`src/rtl/alu_conv_mac.sv`:
```
// rtl/alu_conv_mac.sv - streaming multiply-accumulate dot-product unit
//
// Purpose: accepts LEN (A, B) operand pairs over a valid/ready handshake and
// presents their dot product Y on a valid/ready output. The result is held
// until the output handshake. Input is refused while a result is held.
// Optional feature: define ALU_CONV_SIGNED_EN for two's complement operands.
// Without it, operands are unsigned.
//
// Ports:
//   clk        clock, rising edge
//   reset      asynchronous active-low reset
//   clear      synchronous abort of partial sum and held result
//   in_valid   operand pair valid
//   in_ready   unit can take a pair (state-derived only)
//   A, B       operands, WIDTH bits
//   out_valid  Y holds a completed result
//   out_ready  downstream takes Y
//   Y          dot product, OUT_W bits
//   busy       partial sum in progress or result held

module alu_conv_mac #(
  parameter int WIDTH = 16,
  parameter int LEN   = 4,
  parameter int OUT_W = 2*WIDTH + $clog2(LEN)
) (
  input  logic             clk,
  input  logic             reset,
  input  logic             clear,
  input  logic             in_valid,
  output logic             in_ready,
  input  logic [WIDTH-1:0] A,
  input  logic [WIDTH-1:0] B,
  output logic             out_valid,
  input  logic             out_ready,
  output logic [OUT_W-1:0] Y,
  output logic             busy
);

  localparam int CNT_W = $clog2(LEN);
  localparam int EXT_W = OUT_W - 2*WIDTH;
  localparam logic [CNT_W-1:0] LAST = CNT_W'(LEN-1);

  typedef enum logic [1:0] {
    IDLE  = 2'd0,
    ACCUM = 2'd1,
    HOLD  = 2'd2
  } state_e;

  state_e             state_q, state_d;
  logic [CNT_W-1:0]   count_q, count_d;
  logic [OUT_W-1:0]   acc_q, acc_d;
  logic [OUT_W-1:0]   y_q, y_d;
  logic [2*WIDTH-1:0] prod;
  logic [OUT_W-1:0]   prod_ext;
  logic [OUT_W-1:0]   sum;
  logic               beat;
  logic               last_beat;

`ifdef ALU_CONV_SIGNED_EN
  // The multiply is evaluated at 2*WIDTH in signed context.
  // Because of that, the product bits are exact. The top product bit then
  // carries the sign into the guard bits.
  assign prod     = $signed(A) * $signed(B);
  assign prod_ext = {{EXT_W{prod[2*WIDTH-1]}}, prod};
`else
  assign prod     = {{WIDTH{1'b0}}, A} * {{WIDTH{1'b0}}, B};
  assign prod_ext = {{EXT_W{1'b0}}, prod};
`endif

  assign sum       = acc_q + prod_ext;
  assign beat      = in_valid && in_ready;
  assign last_beat = beat && (count_q == LAST);

  // State register
  always_ff @(posedge clk or negedge reset) begin
    if (!reset) begin
      state_q <= IDLE;
    end else begin
      state_q <= state_d;
    end
  end

  // Next-state logic; clear overrides both handshakes
  always_comb begin
    state_d = state_q;
    if (clear) begin
      state_d = IDLE;
    end else begin
      case (state_q)
        IDLE:    if (beat)      state_d = last_beat ? HOLD : ACCUM;
        ACCUM:   if (last_beat) state_d = HOLD;
        HOLD:    if (out_ready) state_d = IDLE;
        default: state_d = IDLE;
      endcase
    end
  end

  // Datapath registers
  always_ff @(posedge clk or negedge reset) begin
    if (!reset) begin
      count_q <= '0;
      acc_q   <= '0;
      y_q     <= '0;
    end else begin
      count_q <= count_d;
      acc_q   <= acc_d;
      y_q     <= y_d;
    end
  end

  // Datapath next values. Clear leaves Y alone so the last result stays visible.
  always_comb begin
    count_d = count_q;
    acc_d   = acc_q;
    y_d     = y_q;
    if (clear) begin
      count_d = '0;
      acc_d   = '0;
    end else if (last_beat) begin
      y_d     = sum;
      acc_d   = '0;
      count_d = '0;
    end else if (beat) begin
      acc_d   = sum;
      count_d = count_q + 1'b1;
    end
  end

  // Outputs are decoded from registered state only
  always_comb begin
    in_ready  = (state_q != HOLD);
    out_valid = (state_q == HOLD);
    busy      = (count_q != '0) || (state_q == HOLD);
  end

  assign Y = y_q;

endmodule
```
`config.mk`:
```
export PLATFORM = sky130hd
export DESIGN_NAME = alu_conv_mac
export DESIGN_NICKNAME = d
export VERILOG_FILES = /design/src/rtl/alu_conv_mac.sv
export SDC_FILE = /design/constraint.sdc
export NUM_CORES = 1
export LEC_CHECK = 0
export BUFFER_PORTS_ARGS = -buffer_cell sky130_fd_sc_hd__buf_2
export CORE_MARGIN = 3
export CORE_UTILIZATION = 40
export DETAILED_ROUTE_END_ITERATION = 7
export GPL_TIMING_DRIVEN = 0
export SLEW_MARGIN = 20
export SYNTH_ARGS = -nofsm -noshare
export SYNTH_HDL_FRONTEND = slang
export SYNTH_SLANG_ARGS = --single-unit
```
`constraint.sdc`:
```
create_clock -name clk -period 13.1 [get_ports clk]
set_input_delay 1.965 -clock clk [delete_from_list [all_inputs] [get_ports clk]]
set_output_delay 1.965 -clock clk [all_outputs]
set_load 0.05 [all_outputs]
```
=== Word level (Yosys, flattened, before mapping) ===
Cells that the tools add are included.
Widths: inputs -> output; s select.

* Register bits after elaboration: 72
* Input bits: 37
* Output and inout port bits: 37

* Add/subtract/negate cells: 2
* $mul: 1
* Equality and inequality tests: 7
* Multiplexer cells: 12
* Bitwise gates (word level): 1
* Reduce and logical (&&, ||, !) cells: 8

{| class="wikitable"
|+ Operator list
! cell !! count
|-
| $mux 34 || 3
|-
| $add 34x32->34 || 1
|-
| $mul 16x16->32 || 1
|-
| $mux 2 || 8
|-
| $ne 3x3->1 const B || 2
|-
| $pmux 2 s3 || 1
|-
| $eq 2x2->1 const B || 2
|-
| $ne 3x2->1 const B || 1
|-
| $reduce_and 3->1 || 1
|-
| $reduce_bool 3->1 || 1
|-
| $add 2x1->2 const B || 1
|-
| $eq 2x1->1 const B || 1
|-
| $logic_and 1x1->1 || 2
|-
| $logic_not 2->1 || 1
|-
| $ne 2x2->1 const B || 1
|-
| $reduce_and 2->1 || 1
|-
| $reduce_bool 2->1 || 1
|-
| $logic_or 1x1->1 || 1
|-
| $not 1->1 || 1
|}

=== Logic depth before layout (Yosys ltp) ===
Gate-level depths: netlist of the first run.

* Depth after elaboration: 7
* Gate-level depth with buffers: 25
* Gate-level depth less buffers: 23

=== Worst setup path after synthesis of the first run ===
No wires, ideal clock.

* Path kind: input port to flip-flop
* Start: input port A[12]
* End: register y_q[31] (netlist: Y[31])
* Arrival: 7.426 ns
* Data required time: 12.975 ns
* Slack: 5.550 ns
* Stages: 21
* Buffers on the path: 2
* Path through: clkbuf_1 nand2_1 fa_1 fa_1 inv_1 fa_1 fa_1 fa_1 inv_1 fa_1 inv_1 ha_1 clkbuf_1 and3_1 a31o_2 nor2_1 o211ai_1 a31oi_1 o21bai_1 xor2_1 mux2_2

* Word-level cells in the longest chain between the ends: 2

{| class="wikitable"
|+ RTL lines
! item !! line !! text
|-
| start, declared || 31 || <nowiki>input logic [WIDTH-1:0] A,</nowiki>
|-
| $mul 16x16->32 || 66 || <nowiki>assign prod = {{WIDTH{1'b0}}, A} * {{WIDTH{1'b0}}, B};</nowiki>
|-
| $add 34x32->34 || 70 || <nowiki>assign sum = acc_q + prod_ext;</nowiki>
|-
| end signal, assigned || 107 || <nowiki>y_q <= y_d;</nowiki>
|-
| end, declared || 52 || <nowiki>logic [OUT_W-1:0] y_q, y_d;</nowiki>
|}

Every way passes these cells.
A chain may end at the register's enable or synchronous reset.

=== Final worst setup path of the first run ===
* Start: input port A[10]
* End: register y_q[31] (netlist: Y[31])

Same word-level chain as after synthesis.

==> summary.md, run 1 <==
| Metric | Value |
|---|---|
| IO Count | 74 |
| HPWL Detailed | 27400 µm |
| Critical path type | in -> reg |
| Starting density of the core | 41.3% |
| Setup repair bufs after CTS | 0 |
| CTS tree | yes |
| Max-slew violations | 0 |
| DRT Wirelength | 31700 µm |
| Netlist cell types | 49 |
| Final core utilization | 45.1% |
| Port Buffers | 72 |
| Die width | 182 µm |
| Post-route DRC | 0 |
| Final min period | 8250 ps |
| Status | finished clean |
| Worst r2r dst | Y[31] |
| Root buffer cell | clkbuf_16 |
| Layout cells sized above 1 | 9.24% |
| Yosys reg bits | 72 |
| Vias | 8984 |
| Vias in the first global route | 9455 |
| Max cap viols | 0 |
| WHS Path Cells | 1 |
| R2R depth | 18 |
| Worst EP required | 13330 ps |
| GR Overflow Total | 0 |
| Die Ht | 182 µm |
| Largest net degree at the start of global routing | 55 |
| Top FF cell, synth | dfrtp_1 |
| Core area | 30200 µm² |
| Synthesized area | 12500 µm² |
| Hold path start | state_q[1] |
| Clock latency on the worst-skew pair | 340 ps |
| Routed Antenna Nets | 0 |
| Initial antenna violation count | 0 |
| Post-CTS Hold Buffers | 0 |
| Synth Instances | 1350 |
| Drt wl/cell | 17.3 µm |
| DRT Pass-1 Iters | 5 |
| Ys async rst share | 100% |
| Area Growth Syn to Fin | 9.25% |
| R2r setup slk | 7940 ps |
| # H-tree levels | 3 |
| Final setup fails | 0 |
| Total track usage | 19.9% |
| CTS Buffer Depth | 2 |
| Syn_nets | 1722 |
| Sequential fraction of the synthesis area | 14.5% |
| Arr. time, crit path | 8480 ps |
| Worst-Margin Slew | 699 ps |
| Total negative slack | 0 ps |
| Die ar. | 33300 µm² |
| Fillers | 2979 |
| Worst Setup End Kind | register |
| Cts repair resizes | 0 |
| Worst relative slew slack | 53.4% |
| Clock-pin slew reported for the worst setup and hold paths after clock tree synthesis | 60 ps |
| Syn avg cell area | 9.23 µm² |
| First-pass GRT wire length | 52200 µm |
| Gpl congestion | 0.881 |
| Post-Layout Cell Count | 1829 |
| Synth warn | 0 |
| Reg2reg start | acc_q[13] |
| Clock Skews | 10.6 ps |
| CTS Sinks | 72 |
| Starting DRT DRC Count | 505 |
| Period utilisation layout | 63.0% |
| Placed insts | 1813 |
| Diode count | 0 |
| Hold Violations, Final | 0 |
| Post-synth EDFFs | 0 |
| Layout Nets | 1806 |
| Worst min path class | reg -> reg |
| Unrepaired setup endpoints after global routing | no |
| FMAX | 121 MHz |
| Max FO, Critical Path | 10 |
| Worst setup SP type | input pin |
| TritonCTS buffer count | 9 |
| Hold endpoint | state_q[0] |
| Routed vias/inst | 4.91 |
| Rows | 63 |
cell type report:
type | count | area [µm²] | area share, %
multi-input combinational | 886 | 9170 | 67.4
sequential | 72 | 1800 | 13.2
inverter | 340 | 1280 | 9.38
tap | 390 | 488 | 3.59
timing repair buffer | 73 | 390 | 2.87
clock buffer | 10 | 229 | 1.68
buffer | 52 | 204 | 1.50
clock inverter | 6 | 45.0 | 0.331
cell families after synthesis:
family / count (synthesis) / synth area share [%]
buf+inv: 392 / 11.9
simple gates: 351 / 13.7
fa+ha+maj: 335 / 47.3
compound gates: 137 / 7.65
flops: 72 / 14.5
mux: 34 / 3.03
xor+xnor: 29 / 2.04
routing by layer:
metal	GRT usage (%)	vias to the layer above	routed length, µm
met4	4.66	0	525
met1	29.9	4484	15200
met3	1.91	27	1700
met2	31.1	224	14300
li1	-	4249	-
met5	0	-	0
worst max-delay path by stage:
stage / start / to / slack [ps]
final: A[10] / Y[31] / 4850
after global routing: A[10] / Y[31] / 4450
after floorplan: A[12] / Y[31] / 5550
after CTS: A[10] / Y[31] / 4850
after detailed placement: A[10] / Y[31] / 4510
after global placement: A[7] / Y[31] / 4510
flip-flops by register name, indices dropped and copies added, names as in the netlist:
register	count
Y	34
acc_q	34
count_q	2
state_q	2
cell usage after synthesis, types with 2 or more instances:
library cell / count / area (µm²)
mux2_2: 30 / 338
nand4_1: 3 / 18.8
dfrtp_1: 72 / 1800
a31o_2: 3 / 26.3
nand3_1: 10 / 50.1
nor4_1: 2 / 12.5
a22o_1: 29 / 254
o21bai_1: 3 / 22.5
and2_1: 124 / 776
o311ai_0: 2 / 17.5
a21o_2: 2 / 17.5
clkbuf_1: 47 / 176
o211ai_1: 5 / 37.5
a21oi_1: 35 / 175
nor2_1: 23 / 86.3
o2111ai_1: 2 / 17.5
xor2_1: 10 / 87.6
xnor2_1: 19 / 166
nand2b_1: 4 / 25.0
o21ai_0: 17 / 85.1
and3_1: 6 / 37.5
o21a_1: 3 / 22.5
inv_1: 340 / 1280
clkbuf_2: 2 / 10.0
fa_1: 226 / 4520
nor3_1: 7 / 35.0
ha_1: 109 / 1360
a21oi_2: 2 / 17.5
a31oi_1: 7 / 43.8
buf_2: 2 / 10.0
nand2_1: 167 / 627
a21o_1: 17 / 128
mux2i_1: 4 / 40.0
worst max-delay path, cell delays in order:
cell and delay [ps]:
buf_2 210, clkbuf_1 520, nand2_1 160, fa_1 520
fa_1 540, inv_1 50, fa_1 480, fa_1 480
fa_1 520, inv_1 50, fa_1 520, inv_1 60
ha_1 270, clkbuf_1 230, and3_1 240, a31o_2 260
nor2_1 240, o211ai_1 160, a31oi_1 420, o21bai_1 130
xor2_1 180, mux2_2 270
placed cells by master, fill, tap and decap left out, types with 3 or more instances in the layout:
| master | instances |
|---|---|
| a21oi_1 | 35 |
| nor3_1 | 7 |
| clkinvlp_4 | 3 |
| mux2_2 | 30 |
| buf_2 | 73 |
| inv_1 | 340 |
| xor2_1 | 10 |
| nand2b_1 | 4 |
| a31oi_1 | 7 |
| o21ai_0 | 17 |
| a21o_1 | 17 |
| nand3_1 | 10 |
| o211ai_1 | 5 |
| and2_1 | 124 |
| o21bai_1 | 3 |
| xnor2_1 | 19 |
| clkbuf_16 | 9 |
| clkbuf_1 | 48 |
| a22o_1 | 29 |
| nand4_1 | 3 |
| nand2_1 | 167 |
| o21a_1 | 3 |
| ha_1 | 109 |
| nor2_1 | 23 |
| a31o_2 | 3 |
| and3_1 | 6 |
| fa_1 | 226 |
| dfrtp_1 | 72 |
| mux2i_1 | 4 |
stage by stage:
step	setup WS (ps)	hold WS [ps]	cell area [µm²]
2_1_floorplan	5550	433	12500
3_3_place_gp	4510	453	13300
3_5_place_dp	4510	464	13300
4_1_cts	4850	471	13600
5_1_grt	4450	486	13600
6_report	4850	476	13600
Power of run 1 is not shown: default switching activity piles up to over one toggle a cycle in this logic, so the estimate is an artifact.
==> inputs of run 2 (changes only) <==
- ABC_AREA: unset -> 1
- clock period: 13.1 -> 6.6 ns (I/O delays scaled with it)
==> run 2 against run 1 <==
Effect of this change:
- critical path depth stayed put
- final cell count grew 26%
- register-to-register slack got worse by 5600 ps
- critical endpoint is now acc_q[29]
==> summary.md, run 2 <==
| Metric | Value |
|---|---|
| Status | finished clean |
| Area Growth Syn to Fin | 8.86% |
| Synth Instances | 1807 (+34%) |
| Clock-pin slew reported for the worst setup and hold paths after clock tree synthesis | 60 ps (about the same) |
| Most common cell after layout, fill and taps aside | inv_1 |
| Layout Nets | 2230 (+23%) |
| Routed Antenna Nets | 0 (unchanged) |
| R2r setup slk | 2320 ps (-5620 ps) |
| Worst-Margin Slew | 574 ps (-126 ps) |
| Max-slew violations | 0 (unchanged) |
| Port Buffers | 41 (-43%) |
| Commonest cells after routing, fill and taps aside | 562 x inv_1, 549 x nand2_1, 226 x fa_1 |
| Hold Violations, Final | 0 (unchanged) |
| Worst min path class | reg -> reg |
| Diode count | 0 (unchanged) |
| CTS Buffer Depth | 2 (unchanged) |
| Syn_nets | 2179 (+27%) |
| CTS tree | yes |
| Worst setup SP type | input pin |
| Rows | 66 (+4.8%) |
| WHS Path Cells | 2 (+1) |
| DRT Pass-1 Iters | 6 (+1) |
| Syn avg cell area | 7.42 µm² (-20%) |
| Final instance area | 14600 µm² (+7.2%) |
| Top FF cell, synth | dfrtp_1 |
| Die ar. | 35700 µm² (+7.4%) |
| Placed cell area | 14200 µm² (+6.4%) |
| Setup repair bufs after CTS | 0 (unchanged) |
| Worst r2r dst | acc_q[14] |
| Clock Skews | 10.0 ps (-0.585 ps) |
| Ys async rst share | 100% (unchanged) |
| Die width | 189 µm (+3.6%) |
| Initial antenna violation count | 0 (unchanged) |
| Root buffer cell | clkbuf_16 |
| Drt wl/cell | 15.9 µm (-8.3%) |
| Yosys top cell area share | 33.8% (-2.6 points) |
| Vias | 10700 (+19%) |
| Reg2reg start | acc_q[11] |
| IO Count | 74 (unchanged) |
| Starting DRT DRC Count | 659 (+30%) |
| Gpl congestion | 0.919 (+4.3%) |
| Max cap viols | 0 (unchanged) |
| Vias in the first global route | 11200 (+18%) |
| FMAX | 158 MHz |
| First-pass GRT wire length | 59900 µm (+15%) |
| Fillers | 3406 (+14%) |
| Die Ht | 189 µm (+3.6%) |
| Critical path type | in -> reg |
| Layout cells sized above 1 | 7.51% (-1.7 points) |
| Yosys top cell by area | fa_1 |
| Top cells by instance count after synthesis | 562 x inv_1, 549 x nand2_1, 226 x fa_1 |
| Max FO, Critical Path | 10 (unchanged) |
| CTS Sinks | 72 (unchanged) |
| Largest net degree at the start of global routing | 48 (-13%) |
| Starting density of the core | 40.9% (-0.37 points) |
| Arr. time, crit path | 6560 ps (-1920 ps) |
| Core area | 32800 µm² (+8.6%) |
| Hold path start | Y[15] |
| GR Overflow Total | 0 (unchanged) |
| Worst relative slew slack | 61.8% (+8.4 points) |
| Worst EP required | 6830 ps (-6500 ps) |
| TritonCTS buffer count | 9 (unchanged) |
| # H-tree levels | 3 (unchanged) |
| Synthesized area | 13400 µm² (+7.6%) |
| Synth warn | 0 (unchanged) |
| Netlist cell types | 33 (-33%) |
| Total track usage | 21.4% (+1.5 points) |
| Largest cells by area after synthesis | fa_1 34%, inv_1 16%, nand2_1 15% |
| Worst Setup End Kind | register |
| Sequential fraction of the synthesis area | 13.4% (-1.0 points) |
| Routed vias/inst | 4.65 (-5.4%) |
| DRT Wirelength | 36700 µm (+16%) |
| Post-synth EDFFs | 0 (unchanged) |
| Hold endpoint | Y[15] |
| HPWL Detailed | 32100 µm (+17%) |
| Final min period | 6330 ps |
| Yosys reg bits | 72 (unchanged) |
| Post-route DRC | 0 (unchanged) |
| Unrepaired setup endpoints after global routing | no |
| Total negative slack | 0 ps (unchanged) |
| Period utilisation layout | 96.0% |
| Count leader, synth | inv_1 |
| Final setup fails | 0 (unchanged) |
| R2R depth | 16 (-2) |
| Clock latency on the worst-skew pair | 360 ps (+20 ps) |
run 2: cells by family after synthesis:
| family | Yosys count | share of synthesized area, % |
|---|---|---|
| AND/OR/NAND/NOR | 681 | 20.9 |
| buffers and inverters | 642 | 18.2 |
| adder cells (fa/ha/maj) | 335 | 43.9 |
| flip-flops | 72 | 13.4 |
| AO/OA/AOI/OAI | 62 | 2.58 |
| XOR/XNOR | 15 | 0.980 |
run 2: metrics by stage:
step / utilization [%] / worst slack [ps] / hold WS (ps) / cells
floorplan: - / 683 / 449 / 1807
global placement: 43.2 / -493 / 464 / 2290
detailed placement: 43.3 / -531 / 460 / 2291
CTS: 44.4 / 1.93 / 481 / 2307
global route: 44.5 / 11.2 / 504 / 2305
finish: 44.5 / 266 / 477 / 2305
run 2: timing repair:
item | in CTS | in global routing
resized for setup | 7 | 73
endpoints found under the setup margin | 27 | 44
hold buffers | 0 | 0
cloned | 0 | 0
run 2: cell type report:
class                           instances  area (µm²)  share of cell area [%]
Multi-Input combinational cell       1093        9160                    62.8
Inverter                              566        2120                    14.6
Sequential cell                        72        1800                    12.3
Tap cell                              442         553                    3.79
Buffer                                 74         367                    2.51
Timing Repair Buffer                   42         235                    1.61
Clock buffer                            9         225                    1.54
Clock inverter                          7         126                   0.866
run 2: worst max-delay path by stage:
stage,to,from,cells after the start
floorplan,Y[32],A[13],23
global placement,Y[16],B[4],21
detailed placement,Y[17],B[4],21
CTS,acc_q[29],A[7],22
global route,acc_q[29],A[6],22
finish,acc_q[29],A[6],22
run 2: critical path, stage by stage:
cell,delay [ps]
clkbuf_1,410
clkbuf_2,370
nand2_1,120
fa_1,510
inv_1,50
fa_1,590
fa_1,460
fa_1,490
fa_1,520
inv_1,60
fa_1,480
inv_1,40
ha_1,340
nand2_1,150
nor2_1,320
nand2_1,90
nand2_1,100
nand2_1,80
nand3_1,80
nand2_1,70
nand3_1,150
nand2_1,80
run 2: layer usage:
metal / GRT usage, % / vias up / routed length, µm
li1: - / 5194 / -
met1: 30.5 / 5193 / 16900
met2: 34.8 / 276 / 16900
met3: 2.70 / 45 / 2150
met4: 5.21 / 0 / 725
met5: 0 / - / 0
Power of run 2 is left out for the same reason.
==> inputs of run 3 (changes only) <==
--- a/config.mk
+++ b/config.mk
@@ -6,5 +6,4 @@
 export NUM_CORES = 1
 export LEC_CHECK = 0
-export ABC_AREA = 1
 export BUFFER_PORTS_ARGS = -buffer_cell sky130_fd_sc_hd__buf_2
 export CORE_MARGIN = 3
==> constraint.sdc (replaced) <==
create_clock -name clk -period 7.9 [get_ports clk]
set_input_delay 0.395 -clock clk [delete_from_list [all_inputs] [get_ports clk]]
set_output_delay 0.395 -clock clk [all_outputs]
set_load 0.05 [all_outputs]
==> run 3 against run 2 <==
Effect of this change:
- register-to-register slack gained 410 ps
- first-iteration DRC count fell by 17%
- global-route usage down 1.5 points
- utilization rose by 0.60 points
- non-clock buffer count increased by 10
- flip-flop and latch count unchanged
- clock skew increased by 0.53 ps
- via count decreased by 16%
- largest cell class unchanged
- critical endpoint is now Y[31]
- worst hold slack worse by 140 ps
- sequential share of layout area rose by 0.88 points
- final area decreased by 6.7%
- critical path depth stayed put
==> summary.md, run 3 (same netlist as run 1, synthesis figures left out) <==
| Metric | Value |
|---|---|
| HPWL Detailed | 27400 µm (-15%) |
| PnR worst setup slack | 1220 ps (+949 ps) |
| Clock latency on the worst-skew pair | 340 ps (-20 ps) |
| Worst-Margin Slew | 699 ps (+126 ps) |
| Critical path type | in -> reg |
| DRT Pass-1 Iters | 5 (-1) |
| Unrepaired setup endpoints after global routing | no |
| Die ar. | 33300 µm² (-6.9%) |
| Arr. time, crit path | 6910 ps (+350 ps) |
| # H-tree levels | 3 (unchanged) |
| Initial antenna violation count | 0 (unchanged) |
| First-pass GRT wire length | 52200 µm (-13%) |
| Core area | 30200 µm² (-7.9%) |
| Vias in the first global route | 9461 (-15%) |
| TritonCTS buffer count | 9 (unchanged) |
| Gpl congestion | 0.881 (-4.1%) |
| Post-route DRC | 0 (unchanged) |
| Most used cell along the critical path | fa_1 |
| Cts repair resizes | 0 (-7) |
| Die width | 182 µm (-3.5%) |
| Starting DRT DRC Count | 550 (-17%) |
| Max stage delay on crit path | 540 ps (-50 ps) |
| Routed Antenna Nets | 0 (unchanged) |
| Slowest cell on the critical path | fa_1 |
| Final instance area | 13600 µm² (-6.7%) |
| Layout cells sized above 1 | 9.24% (+1.7 points) |
| DRT Wirelength | 31700 µm (-14%) |
| Clock Skews | 10.5 ps (+0.528 ps) |
| Die Ht | 182 µm (-3.5%) |
| Starting density of the core | 41.3% (+0.37 points) |
| Setup repair bufs after CTS | 0 (unchanged) |
| CTS tree | yes |
| Max FO, Critical Path | 10 (unchanged) |
| Layout Nets | 1807 (-19%) |
| Final setup fails | 0 (unchanged) |
| IO Count | 74 (unchanged) |
| Placed cell area | 13300 µm² (-6.1%) |
| Area Growth Syn to Fin | 9.33% |
| CTS Sinks | 72 (unchanged) |
| Worst setup SP type | input pin |
| Period utilisation layout | 84.6% |
| Vias | 8989 (-16%) |
| Largest net degree at the start of global routing | 55 (+15%) |
| GR Overflow Total | 0 (unchanged) |
| Total track usage | 19.9% (-1.5 points) |
| Max cap viols | 0 (unchanged) |
| Worst Setup End Kind | register |
| Rows | 63 (-4.5%) |
| Worst min path class | in -> reg |
| FMAX | 150 MHz |
| Diode count | 0 (unchanged) |
| DP Worst Slack | 883 ps (+1410 ps) |
| Port Buffers | 72 (+76%) |
| Hold Violations, Final | 0 (unchanged) |
| Routed vias/inst | 4.91 (+5.7%) |
| Post-CTS Hold Buffers | 1 (+1) |
| Root buffer cell | clkbuf_16 |
| Max-slew violations | 0 (unchanged) |
| Worst relative slew slack | 53.4% (-8.4 points) |
| Most common cell after layout, fill and taps aside | inv_1 |
| Clock-pin slew reported for the worst setup and hold paths after clock tree synthesis | 60 ps (about the same) |
| Total negative slack | 0 ps (unchanged) |
| Status | finished clean |
| Commonest cells after routing, fill and taps aside | 340 x inv_1, 226 x fa_1, 167 x nand2_1 |
| Drt wl/cell | 17.3 µm (+8.8%) |
| Final min period | 6680 ps |
| Critical path, cell by cell | buf_2 > clkbuf_1 > nand2_1 > fa_1 > fa_1 > inv_1 > fa_1 > fa_1 > fa_1 > inv_1 > fa_1 > inv_1 > ha_1 > clkbuf_1 > and3_1 > a31o_2 > nor2_1 > o211ai_1 > a31oi_1 > o21bai_1 > xor2_1 > mux2_2 |
| Worst EP required | 8130 ps (+1300 ps) |
| CTS Buffer Depth | 2 (unchanged) |
[run 3: changes by cell type in the layout (fill, tap and decap cells not counted), moves of 26 or more]
cell      delta
clkbuf_2    -38
a22o_1      +29
nand3_1     -53
clkbuf_1    +27
inv_1      -222
buf_2       +26
mux2_2      +30
nand2_1    -382
and2_1     +123
[run 3: worst max-delay path, delay by kind of cell]
| kind | cells | cell delay (ps) |
|---|---|---|
| AO/OA/AOI/OAI | 4 | 970 |
| AND/OR/NAND/NOR | 3 | 640 |
| adder cells (fa/ha/maj) | 7 | 3330 |
| buffers and inverters | 6 | 1120 |
| XOR/XNOR | 1 | 180 |
| multiplexers | 1 | 270 |
[run 3: stage by stage]
step / instances / hold slack, ps / util (%)
floorplan: 1350 / 99.4 / -
global placement: 1812 / 453 / 44.1
detailed placement: 1813 / 305 / 44.2
CTS: 1830 / 322 / 45.1
global route: 1830 / 350 / 45.1
finish: 1830 / 334 / 45.1
[run 3: layout make-up]
cell class,instances,area [µm²]
Multi-Input combinational cell,886,9170
Inverter,340,1280
Tap cell,390,488
Clock inverter,6,45.0
Clock buffer,10,229
Fill cell,2979,16600
Timing Repair Buffer,74,400
Buffer,52,204
Sequential cell,72,1800
[run 3: layer usage]
metal	vias up	share of wire (%)	track usage, %
li1	4248	-	-
met1	4504	48	29.9
met2	207	45	31.0
met3	30	5.2	1.91
met4	0	1.8	4.66
met5	-	0	0
[run 3: path summary, 6_finish.rpt]
kind | depth (start not counted) | startpoint | end | slack (ps)
worst min-delay path | 3 | out_ready | state_q[1] | 330
worst max-delay path | 22 | A[10] | Y[31] | 1220
max in group asynchronous | 3 | reset | acc_q[28] | 6860
min in group asynchronous | 2 | reset | Y[7] | 480
worst min register to register | 1 | state_q[1] | state_q[0] | 480
worst max register to register | 18 | acc_q[13] | Y[31] | 2730
Power of run 3 is left out for the same reason.
